<file path="src/rtl/mem_bus_arbiter_if.sv">
// mem_bus_arbiter_if
// Groups the three sides that meet at the arbiter: the instruction requester
// (i_*), the data requester (d_*), and the single SRAM-like memory port (bus_*).
//   i_req/i_addr/i_flush            -> arbiter   fetch request and redirect flush
//   i_addr_ok/i_data_ok/i_rdata     <- arbiter   fetch handshake returns
//   d_req/d_wr/d_size/d_addr/d_wdata-> arbiter   load/store request
//   d_addr_ok/d_data_ok/d_rdata     <- arbiter   load/store handshake returns
//   bus_req/bus_wr/bus_size/bus_addr/bus_wdata <- arbiter   memory request
//   bus_addr_ok/bus_data_ok/bus_rdata          -> arbiter   memory responses
//   busy                            <- arbiter   a transaction is in flight
// Modport slave is the arbiter's view (it serves the requesters and owns the
// bus request); modport master is the surrounding pipeline + memory view.
interface mem_bus_arbiter_if #(
  parameter int AW = 32,
  parameter int DW = 32
);
  logic          i_req;
  logic [AW-1:0] i_addr;
  logic          i_flush;
  logic          i_addr_ok;
  logic          i_data_ok;
  logic [DW-1:0] i_rdata;

  logic          d_req;
  logic          d_wr;
  logic [1:0]    d_size;
  logic [AW-1:0] d_addr;
  logic [DW-1:0] d_wdata;
  logic          d_addr_ok;
  logic          d_data_ok;
  logic [DW-1:0] d_rdata;

  logic          bus_req;
  logic          bus_wr;
  logic [1:0]    bus_size;
  logic [AW-1:0] bus_addr;
  logic [DW-1:0] bus_wdata;
  logic          bus_addr_ok;
  logic          bus_data_ok;
  logic [DW-1:0] bus_rdata;

  logic          busy;

  modport slave (
    input  i_req, i_addr, i_flush,
    output i_addr_ok, i_data_ok, i_rdata,
    input  d_req, d_wr, d_size, d_addr, d_wdata,
    output d_addr_ok, d_data_ok, d_rdata,
    output bus_req, bus_wr, bus_size, bus_addr, bus_wdata,
    input  bus_addr_ok, bus_data_ok, bus_rdata,
    output busy
  );

  modport master (
    output i_req, i_addr, i_flush,
    input  i_addr_ok, i_data_ok, i_rdata,
    output d_req, d_wr, d_size, d_addr, d_wdata,
    input  d_addr_ok, d_data_ok, d_rdata,
    input  bus_req, bus_wr, bus_size, bus_addr, bus_wdata,
    output bus_addr_ok, bus_data_ok, bus_rdata,
    input  busy
  );
endinterface

</file>
<file path="src/rtl/mem_bus_arbiter.sv">
// mem_bus_arbiter
// Shares one SRAM-like memory port between the fetch (I) and mem-stage (D)
// requesters, one outstanding transaction at a time. D wins ties unless I has
// been passed over I_STARVE_MAX times in a row. A fetch flush drops the
// handshake returns of an in-flight fetch while the bus transaction itself
// still runs to completion.
// Ports:
//   clk    rising-edge clock
//   resetn asynchronous active-low reset
//   mbus   requester and memory signals (see mem_bus_arbiter_if)
//
// state | meaning
// IDLE  | no transaction; arbitrate and latch the winner's request
// ADDR  | bus_req high, waiting for bus_addr_ok
// DATA  | address accepted, waiting for bus_data_ok
module mem_bus_arbiter #(
  parameter int AW           = 32,
  parameter int DW           = 32,
  parameter int I_STARVE_MAX = 8
) (
  input logic             clk,
  input logic             resetn,
  mem_bus_arbiter_if.slave mbus
);

  typedef enum logic [1:0] {IDLE, ADDR, DATA} state_t;

  localparam logic [7:0] STARVE_MAX = 8'(I_STARVE_MAX);

  state_t        state, stateNext;
  logic          ownerD;
  logic          drop;
  logic [7:0]    starveCnt;
  logic          busWr;
  logic [1:0]    busSize;
  logic [AW-1:0] busAddr;
  logic [DW-1:0] busWdata;

  logic grantD, grantI;
  logic addrPhaseOk, dataPhaseOk;

  always_ff @(posedge clk or negedge resetn) begin
    if (!resetn) state <= IDLE;
    else         state <= stateNext;
  end

  always_comb begin
    stateNext = state;
    grantD    = 1'b0;
    grantI    = 1'b0;
    unique case (state)
      IDLE: begin
        if (mbus.d_req && (!mbus.i_req || starveCnt < STARVE_MAX)) begin
          grantD    = 1'b1;
          stateNext = ADDR;
        end else if (mbus.i_req) begin
          grantI    = 1'b1;
          stateNext = ADDR;
        end
      end
      ADDR:    if (mbus.bus_addr_ok) stateNext = DATA;
      DATA:    if (mbus.bus_data_ok) stateNext = IDLE;
      default: stateNext = IDLE;
    endcase
  end

  always_ff @(posedge clk or negedge resetn) begin
    if (!resetn) begin
      ownerD    <= 1'b0;
      drop      <= 1'b0;
      starveCnt <= '0;
      busWr     <= 1'b0;
      busSize   <= '0;
      busAddr   <= '0;
      busWdata  <= '0;
    end else begin
      if (grantD) begin
        ownerD   <= 1'b1;
        busWr    <= mbus.d_wr;
        busSize  <= mbus.d_size;
        busAddr  <= mbus.d_addr;
        busWdata <= mbus.d_wdata;
      end else if (grantI) begin
        ownerD   <= 1'b0;
        busWr    <= 1'b0;
        busSize  <= 2'd2;
        busAddr  <= mbus.i_addr;
        busWdata <= '0;
      end

      // Counts D wins that bypassed a waiting I; any IDLE cycle without an
      // I request means I was not actually starved, so the count restarts.
      if (grantI)
        starveCnt <= '0;
      else if (grantD && mbus.i_req)
        starveCnt <= (starveCnt == 8'hFF) ? starveCnt : starveCnt + 8'd1;
      else if (state == IDLE && !mbus.i_req)
        starveCnt <= '0;

      // Returning to IDLE closes the transaction, so it overrides a flush
      // seen in the same final cycle.
      if (dataPhaseOk)
        drop <= 1'b0;
      else if (grantI)
        drop <= mbus.i_flush;
      else if (state != IDLE && !ownerD && mbus.i_flush)
        drop <= 1'b1;
    end
  end

  // Responses outside their expected state never reach a requester.
  assign addrPhaseOk = (state == ADDR) && mbus.bus_addr_ok;
  assign dataPhaseOk = (state == DATA) && mbus.bus_data_ok;

  assign mbus.i_addr_ok = addrPhaseOk && !ownerD && !drop;
  assign mbus.d_addr_ok = addrPhaseOk &&  ownerD;
  assign mbus.i_data_ok = dataPhaseOk && !ownerD && !drop;
  assign mbus.d_data_ok = dataPhaseOk &&  ownerD;
  assign mbus.i_rdata   = mbus.i_data_ok ? mbus.bus_rdata : '0;
  assign mbus.d_rdata   = mbus.d_data_ok ? mbus.bus_rdata : '0;

  assign mbus.bus_req   = (state == ADDR);
  assign mbus.bus_wr    = busWr;
  assign mbus.bus_size  = busSize;
  assign mbus.bus_addr  = busAddr;
  assign mbus.bus_wdata = busWdata;
  assign mbus.busy      = (state != IDLE);

endmodule

</file>
<file path="src/flat_wrapper.sv">
// flat-port wrapper written by rule: the top's interface ports become plain ports
module mem_bus_arbiter_flat 
#(
  parameter int AW           = 32,
  parameter int DW           = 32,
  parameter int I_STARVE_MAX = 8
)
  (clk, resetn, mbus_i_req, mbus_i_addr, mbus_i_flush, mbus_i_addr_ok, mbus_i_data_ok, mbus_i_rdata, mbus_d_req, mbus_d_wr, mbus_d_size, mbus_d_addr, mbus_d_wdata, mbus_d_addr_ok, mbus_d_data_ok, mbus_d_rdata, mbus_bus_req, mbus_bus_wr, mbus_bus_size, mbus_bus_addr, mbus_bus_wdata, mbus_bus_addr_ok, mbus_bus_data_ok, mbus_bus_rdata, mbus_busy);
  mem_bus_arbiter_if #(.AW(AW), .DW(DW)) mbus_i ();
  input logic clk;
  input logic resetn;
  input wire logic [$bits(mbus_i.i_req)-1:0] mbus_i_req;
  input wire logic [$bits(mbus_i.i_addr)-1:0] mbus_i_addr;
  input wire logic [$bits(mbus_i.i_flush)-1:0] mbus_i_flush;
  output wire logic [$bits(mbus_i.i_addr_ok)-1:0] mbus_i_addr_ok;
  output wire logic [$bits(mbus_i.i_data_ok)-1:0] mbus_i_data_ok;
  output wire logic [$bits(mbus_i.i_rdata)-1:0] mbus_i_rdata;
  input wire logic [$bits(mbus_i.d_req)-1:0] mbus_d_req;
  input wire logic [$bits(mbus_i.d_wr)-1:0] mbus_d_wr;
  input wire logic [$bits(mbus_i.d_size)-1:0] mbus_d_size;
  input wire logic [$bits(mbus_i.d_addr)-1:0] mbus_d_addr;
  input wire logic [$bits(mbus_i.d_wdata)-1:0] mbus_d_wdata;
  output wire logic [$bits(mbus_i.d_addr_ok)-1:0] mbus_d_addr_ok;
  output wire logic [$bits(mbus_i.d_data_ok)-1:0] mbus_d_data_ok;
  output wire logic [$bits(mbus_i.d_rdata)-1:0] mbus_d_rdata;
  output wire logic [$bits(mbus_i.bus_req)-1:0] mbus_bus_req;
  output wire logic [$bits(mbus_i.bus_wr)-1:0] mbus_bus_wr;
  output wire logic [$bits(mbus_i.bus_size)-1:0] mbus_bus_size;
  output wire logic [$bits(mbus_i.bus_addr)-1:0] mbus_bus_addr;
  output wire logic [$bits(mbus_i.bus_wdata)-1:0] mbus_bus_wdata;
  input wire logic [$bits(mbus_i.bus_addr_ok)-1:0] mbus_bus_addr_ok;
  input wire logic [$bits(mbus_i.bus_data_ok)-1:0] mbus_bus_data_ok;
  input wire logic [$bits(mbus_i.bus_rdata)-1:0] mbus_bus_rdata;
  output wire logic [$bits(mbus_i.busy)-1:0] mbus_busy;
  assign mbus_i.i_req = mbus_i_req;
  assign mbus_i.i_addr = mbus_i_addr;
  assign mbus_i.i_flush = mbus_i_flush;
  assign mbus_i_addr_ok = mbus_i.i_addr_ok;
  assign mbus_i_data_ok = mbus_i.i_data_ok;
  assign mbus_i_rdata = mbus_i.i_rdata;
  assign mbus_i.d_req = mbus_d_req;
  assign mbus_i.d_wr = mbus_d_wr;
  assign mbus_i.d_size = mbus_d_size;
  assign mbus_i.d_addr = mbus_d_addr;
  assign mbus_i.d_wdata = mbus_d_wdata;
  assign mbus_d_addr_ok = mbus_i.d_addr_ok;
  assign mbus_d_data_ok = mbus_i.d_data_ok;
  assign mbus_d_rdata = mbus_i.d_rdata;
  assign mbus_bus_req = mbus_i.bus_req;
  assign mbus_bus_wr = mbus_i.bus_wr;
  assign mbus_bus_size = mbus_i.bus_size;
  assign mbus_bus_addr = mbus_i.bus_addr;
  assign mbus_bus_wdata = mbus_i.bus_wdata;
  assign mbus_i.bus_addr_ok = mbus_bus_addr_ok;
  assign mbus_i.bus_data_ok = mbus_bus_data_ok;
  assign mbus_i.bus_rdata = mbus_bus_rdata;
  assign mbus_busy = mbus_i.busy;
  mem_bus_arbiter #(.AW(AW), .DW(DW), .I_STARVE_MAX(I_STARVE_MAX)) u_core (.clk(clk), .resetn(resetn), .mbus(mbus_i));
endmodule
</file>
<file path="config.mk">
export PLATFORM = sky130hd
export DESIGN_NAME = mem_bus_arbiter_flat
export DESIGN_NICKNAME = d
export VERILOG_FILES = /design/src/rtl/mem_bus_arbiter_if.sv /design/src/rtl/mem_bus_arbiter.sv /design/src/flat_wrapper.sv
export SDC_FILE = /design/constraint.sdc
export NUM_CORES = 1
export LEC_CHECK = 0
export ABC_AREA = 1
export CORE_AREA = 3 3 111 113
export CTS_CLUSTER_SIZE = 8
export DETAILED_ROUTE_END_ITERATION = 6
export DIE_AREA = 0 0 114 116
export PLACE_DENSITY = 0.81
export SLEW_MARGIN = 25
export SYNTH_ARGS = -nofsm -noshare
export SYNTH_HDL_FRONTEND = slang
export SYNTH_SLANG_ARGS = --single-unit
</file>
<file path="constraint.sdc">
create_clock -name clk -period 2.1 [get_ports clk]
set_input_delay 0.63 -clock clk [delete_from_list [all_inputs] [get_ports clk]]
set_output_delay 0.63 -clock clk [all_outputs]
set_load 0.05 [all_outputs]
</file>
; Word-level counts from Yosys, hierarchy flattened
; Index checks and enable logic that the tools add are counted.
[word_totals]
input_bits = 138
out_inout_bits = 137
word_cells = 69
regBits = 79
[op_classes]
n_addsub = 1
mux = 28
n_reduce_logical = 24
n_lt_le_gt_ge = 1
n_eq_ne = 7
[ops]
columns = op, count
row1 = 32-bit 2-to-1 mux, 6
row2 = 8-bit 2-to-1 mux, 4
row3 = 1-bit logical AND, 13
row4 = 2-bit 2-to-1 mux, 6
row5 = 1-bit 2-to-1 mux, 11
row6 = 8-bit by 1-bit adder with 8-bit output (second input constant), 1
row7 = 8-bit equality test (second input constant), 1
row8 = 8-bit by 4-bit less-than comparator with 1-bit output (second input constant), 1
row9 = 3-bit by 2-bit inequality test with 1-bit output (second input constant), 2
row10 = 2-bit one-hot mux with 3 select lines, 1
row11 = 3-bit nonzero test, 2
row12 = 2-bit nonzero test, 2
row13 = 1-bit logical NOT, 3
row14 = 3-bit AND reduction, 1
row15 = 2-bit by 1-bit equality test with 1-bit output (second input constant), 1
row16 = 2-bit equality test (second input constant), 1
row17 = 2-bit logical NOT, 1
row18 = 2-bit by 1-bit inequality test with 1-bit output (second input constant), 1
row19 = 2-bit inequality test (second input constant), 1
row20 = 2-bit AND reduction, 1
row21 = 1-bit logical OR, 1

; Longest topological paths before layout
[logic_depth]
ltp_word = 8
mapped_depth = 9
depth_no_buf = 8

; Least setup slack after synthesis
; No wires, ideal clock.
[synth_path]
path_kind = input to output
from = input port mbus_bus_data_ok
to = output port mbus_i_rdata[10]
setup_slack_ns = -1.115
arrival_time_ns = 2.585
n_path_buf = 1
required_time_ns = 1.470
cell_stages = 5
path_cell_list = nand3_1 -> nor2_1 -> inv_1 -> buf_6 -> nor2_1
[synth_via]
elab_chain_cells = 4
[synth_lines]
columns = element, line
row1 = "start, declared", flat_wrapper.sv:32  ; input wire logic [$bits(mbus_i.bus_data_ok)-1:0] mbus_bus_data_ok;
row2 = 1-bit logical AND, mem_bus_arbiter.sv:113  ; assign dataPhaseOk = (state == DATA) && mbus.bus_data_ok;
row3 = 1-bit logical AND (2 in a row), mem_bus_arbiter.sv:117  ; assign mbus.i_data_ok = dataPhaseOk && !ownerD && !drop;
row4 = net mbus_i_data_ok, flat_wrapper.sv:16  ; output wire logic [$bits(mbus_i.i_data_ok)-1:0] mbus_i_data_ok;
row5 = 32-bit 2-to-1 mux, mem_bus_arbiter.sv:119  ; assign mbus.i_rdata = mbus.i_data_ok ? mbus.bus_rdata : '0;
row6 = "end, declared", flat_wrapper.sv:17  ; output wire logic [$bits(mbus_i.i_rdata)-1:0] mbus_i_rdata;
; The timed path passes the listed nets, and every way through them passes these cells.

; Final worst setup path
[layout_path]
from = register u_core.drop
to = output port mbus_i_rdata[5]
[layout_via]
elab_chain_cells = 3
[layout_lines]
columns = element, line
row1 = "start, declared", mem_bus_arbiter.sv:32  ; logic drop;
row2 = "start signal, assigned", mem_bus_arbiter.sv:105  ; drop <= mbus.i_flush;
row3 = 1-bit logical NOT, mem_bus_arbiter.sv:117
row4 = 1-bit logical AND, mem_bus_arbiter.sv:117
row5 = 32-bit 2-to-1 mux, mem_bus_arbiter.sv:119
; No other way between the ends.

==> metrics.md <==
| Metric | Value |
|---|---|
| Run status | complete, but fails checks |
| Failing checks | setup timing |
| Io pins | 275 |
| Worst path max stage delay | 0.38 ns |
| Most numerous cell on the critical path | nor2_4 |
| Mapped cell area | 4110 sq um |
| Clk Latency, worst-skew pair | 0.33 ns |
| Net load switching power | 5.21 mW |
| GRT Residual Overflow | 0 |
| Area of the multi-input gates | 2090 sq um |
| Max Freq | 435 MHz |
| Clk sink count | 79 |
| Most frequent cell after synthesis | nand2_1 |
| Largest net degree at the start of global routing | 43 |
| Gpl congestion | 0.866 |
| Sequential share of power | 23.7% |
| Area after detailed placement | 8250 sq um |
| CTS buffer count | 9 |
| Power Dens Cells | 1220 nW/um^2 |
| Clock skew | 0.00976 ns |
| Tightest Pin Transition | 0.507 ns |
| Cells after synthesis | 563 |
| Tmin final | 2.30 ns |
| Worst-path clk slew | 0.06 ns |
| Synth top cells by count | nand2_1 (144), inv_1 (112), dfrtp_1 (79) |
| Total number of H-tree levels | 3 |
| Die width | 114 microns |
| Post-Syn Nets | 702 |
| DRT Pass-1 Iters | 5 |
| DR vias/cell | 4.74 |
| Netlist cell types | 24 |
| Crit path max fanout | 7 |
| Mapped Avg Cell Area | 7.30 sq um |
| # rows | 39 |
| P_leak | 4.27 nW |
| Synth-to-Final Area Change | 114% |
| Seq cells post-synth | 79 |
| Initial Utilization | 36.0% |
| Core Area | 11400 sq um |
| Final worst slack | -0.200 ns |
| Async SR Flop Fraction | 100% |
| CP max-delay cell | dfrtp_1 |
| Post-synth EDFFs | 0 |
| Post-synthesis sequential area ratio | 48.1% |
| Setup TNS | -8.53 ns |
| Vias | 4779 |
| Comb power frac | 60.5% |
| Fillcell total | 712 |
| Synth area leader | dfrtp_1 |
| Unrepaired setup endpoints after global routing | yes |
| Top cells by area, synth | dfrtp_1 (48%), nand2_1 (13%), inv_1 (10%) |
| Max capacitance violation total | 0 |
| Worst EP arrival | 1.67 ns |
| TritonCTS clock tree | built |
| Fin crit share | 110% |
| All-Layer GR Usage | 24.7% |
| First-pass GRT wire length | 25.6 mm |
| Startpoint Class | flop |
| WP data required | 1.47 ns |
| WL final | 16.2 mm |
| Internal power consumption | 5.47 mW |
| CTS root buf | clkbuf_16 |
| Hold Fails Final Rpt | 0 |
| Ant diodes | 0 |
| Worst setup EP type | output pin |
| Top-area cell type share of the netlist area | 48.1% |
| Yosys warns | 0 |
| Antenna Nets Post-Route | 0 |
| Die Height | 116 microns |
| Ys flop type | dfrtp_1 |
| Maximum clock path buffer count | 2 |
| Switching Fraction | 48.8% |
| Initial antenna violation count | 0 |
| Sequential standard cell area | 1980 sq um |
| Max VDD drop | 0.000879 V |
| Routed WL per cell | 16.1 microns |
| Detailed Place HPWL | 12.6 mm |
| Clock share of power | 15.9% |
| Nets | 999 |
| Critical path class | flop to output pin |
| CP top delay family | simple AND/OR/NAND/NOR gates |
| Port-buffer cells | 274 |
| Vias in the first global route | 5054 |
| Hold/Removal Path Class | primary input to async pin |
| Finish-stage setup viols | 67 |
| Cell chain of the critical path | or2_4 -> nor2_4 -> inv_6 -> buf_4 -> nor2_4 -> buf_12 |
| Crit path buffers/inverters | 3 |
| Remaining DRCs | 0 |
| DRT iter0 DRCs | 227 |
| Util after Layout | 76.9% |
| Fin area | 8780 sq um |
| Max-slew headroom | 66.2% |
| Max-slew violation count | 0 |
| Pwr Total | 10.7 mW |
| Die area | 13200 sq um |
| Share of layout cells above drive strength 1 | 32.0% |
==> final timing paths <==
path	from	to	slack [ns]	cells past startpoint
max	u_core.drop	mbus_i_rdata[5]	-0.20	6
min	resetn	u_core.mbus.bus_size[0]	0.26	1
max reg2reg	u_core.state[1]	u_core.starveCnt[0]	0.37	9
min reg2reg	u_core.mbus.bus_addr[13]	u_core.mbus.bus_addr[13]	0.48	2
max in group asynchronous	resetn	u_core.mbus.bus_wdata[17]	1.23	2
min in group clk	u_core.mbus.bus_addr[13]	u_core.mbus.bus_addr[13]	0.48	2
==> layout make-up <==
class                           count  share of cell area, %
Inverter                          113                   4.95
Tap cell                          143                   2.04
Timing Repair Buffer              316                   43.0
Multi-Input combinational cell    341                   23.8
Clock buffer                       12                   2.81
Sequential cell                    79                   22.5
Clock inverter                      4                  0.884
==> per-stage QoR <==
step | instances | setup WS [ns] | hold WS (ns)
2_1_floorplan | 563 | -0.189 | 0.334
3_3_place_gp | 980 | -0.470 | 0.464
3_5_place_dp | 980 | -0.519 | 0.467
4_1_cts | 1003 | -0.180 | 0.281
5_1_grt | 1008 | -0.252 | 0.293
6_report | 1008 | -0.200 | 0.262
==> layer usage <==
metal / up-vias / part of all wire, % / GRT usage, %
met5: - / 0 / 0
met4: 0 / 3.8 / 10.1
met3: 44 / 7.1 / 6.37
met2: 225 / 53 / 45.3
met1: 2231 / 36 / 27.1
li1: 2279 / - / -
==> registers in the layout, summed over array words and instances (netlist names) <==
signal and flops:
u_core.drop 1, u_core.mbus.bus_addr 32, u_core.mbus.bus_size 2, u_core.mbus.bus_wdata 32, u_core.mbus.bus_wr 1, u_core.ownerD 1
u_core.starveCnt 8, u_core.state 2
==> power groups by stage <==
stage               logic, mW  registers [mW]  clock network (mW)
finish                   6.46            2.53                1.69
detailed placement       6.28            2.53                   0
global placement         6.15            2.50                   0
CTS                      6.41            2.52                1.72
floorplan                1.87            4.50                   0
global route             6.85            2.59                1.80
==> layout by cell type (no fill, tap or decap) <==
| master | count |
|---|---|
| nand2_2 | 1 |
| nand3_4 | 1 |
| a41oi_1 | 1 |
| nand2_1 | 143 |
| inv_2 | 2 |
| or2_4 | 1 |
| nor2_1 | 9 |
| o21ai_4 | 1 |
| nand3_2 | 1 |
| nand2_4 | 1 |
| clkinv_1 | 1 |
| ha_1 | 1 |
| o22ai_1 | 1 |
| clkbuf_16 | 9 |
| o31ai_1 | 1 |
| buf_4 | 94 |
| buf_16 | 3 |
| clkdlybuf4s50_1 | 134 |
| dlygate4sd2_1 | 1 |
| buf_8 | 1 |
| or2_2 | 1 |
| nor2_2 | 1 |
| nand3b_1 | 32 |
| buf_6 | 3 |
| clkbuf_1 | 2 |
| inv_6 | 3 |
| clkinv_4 | 1 |
| dfrtp_1 | 79 |
| o21ai_1 | 6 |
| o21ai_0 | 31 |
| clkbuf_8 | 1 |
| buf_12 | 79 |
| buf_2 | 1 |
| bufinv_16 | 2 |
| nand3_1 | 38 |
| nor2_4 | 70 |
| inv_1 | 108 |
==> cell families (layout without fill, tap and decap cells) <==
logic type | count (synthesis) | after routing | synth area share, %
AND/OR/NAND/NOR | 299 | 299 | 32.0
adder cells (fa/ha/maj) | 1 | 1 | 0.304
AO/OA/AOI/OAI | 41 | 41 | 5.27
flip-flops | 79 | 79 | 48.1
buffers and inverters | 143 | 445 | 14.3
==> what timing repair did <==
| action | 4_1_cts | 5_1_grt |
|---|---|---|
| pin swaps | 10 | 2 |
| setup buffers | 4 | 5 |
| endpoints found under the setup margin | 68 | 67 |
| cloned | 3 | 0 |
| hold buffers | 0 | 0 |
| resized for setup | 19 | 6 |
Note: power is estimated with default switching activity, not from simulation.
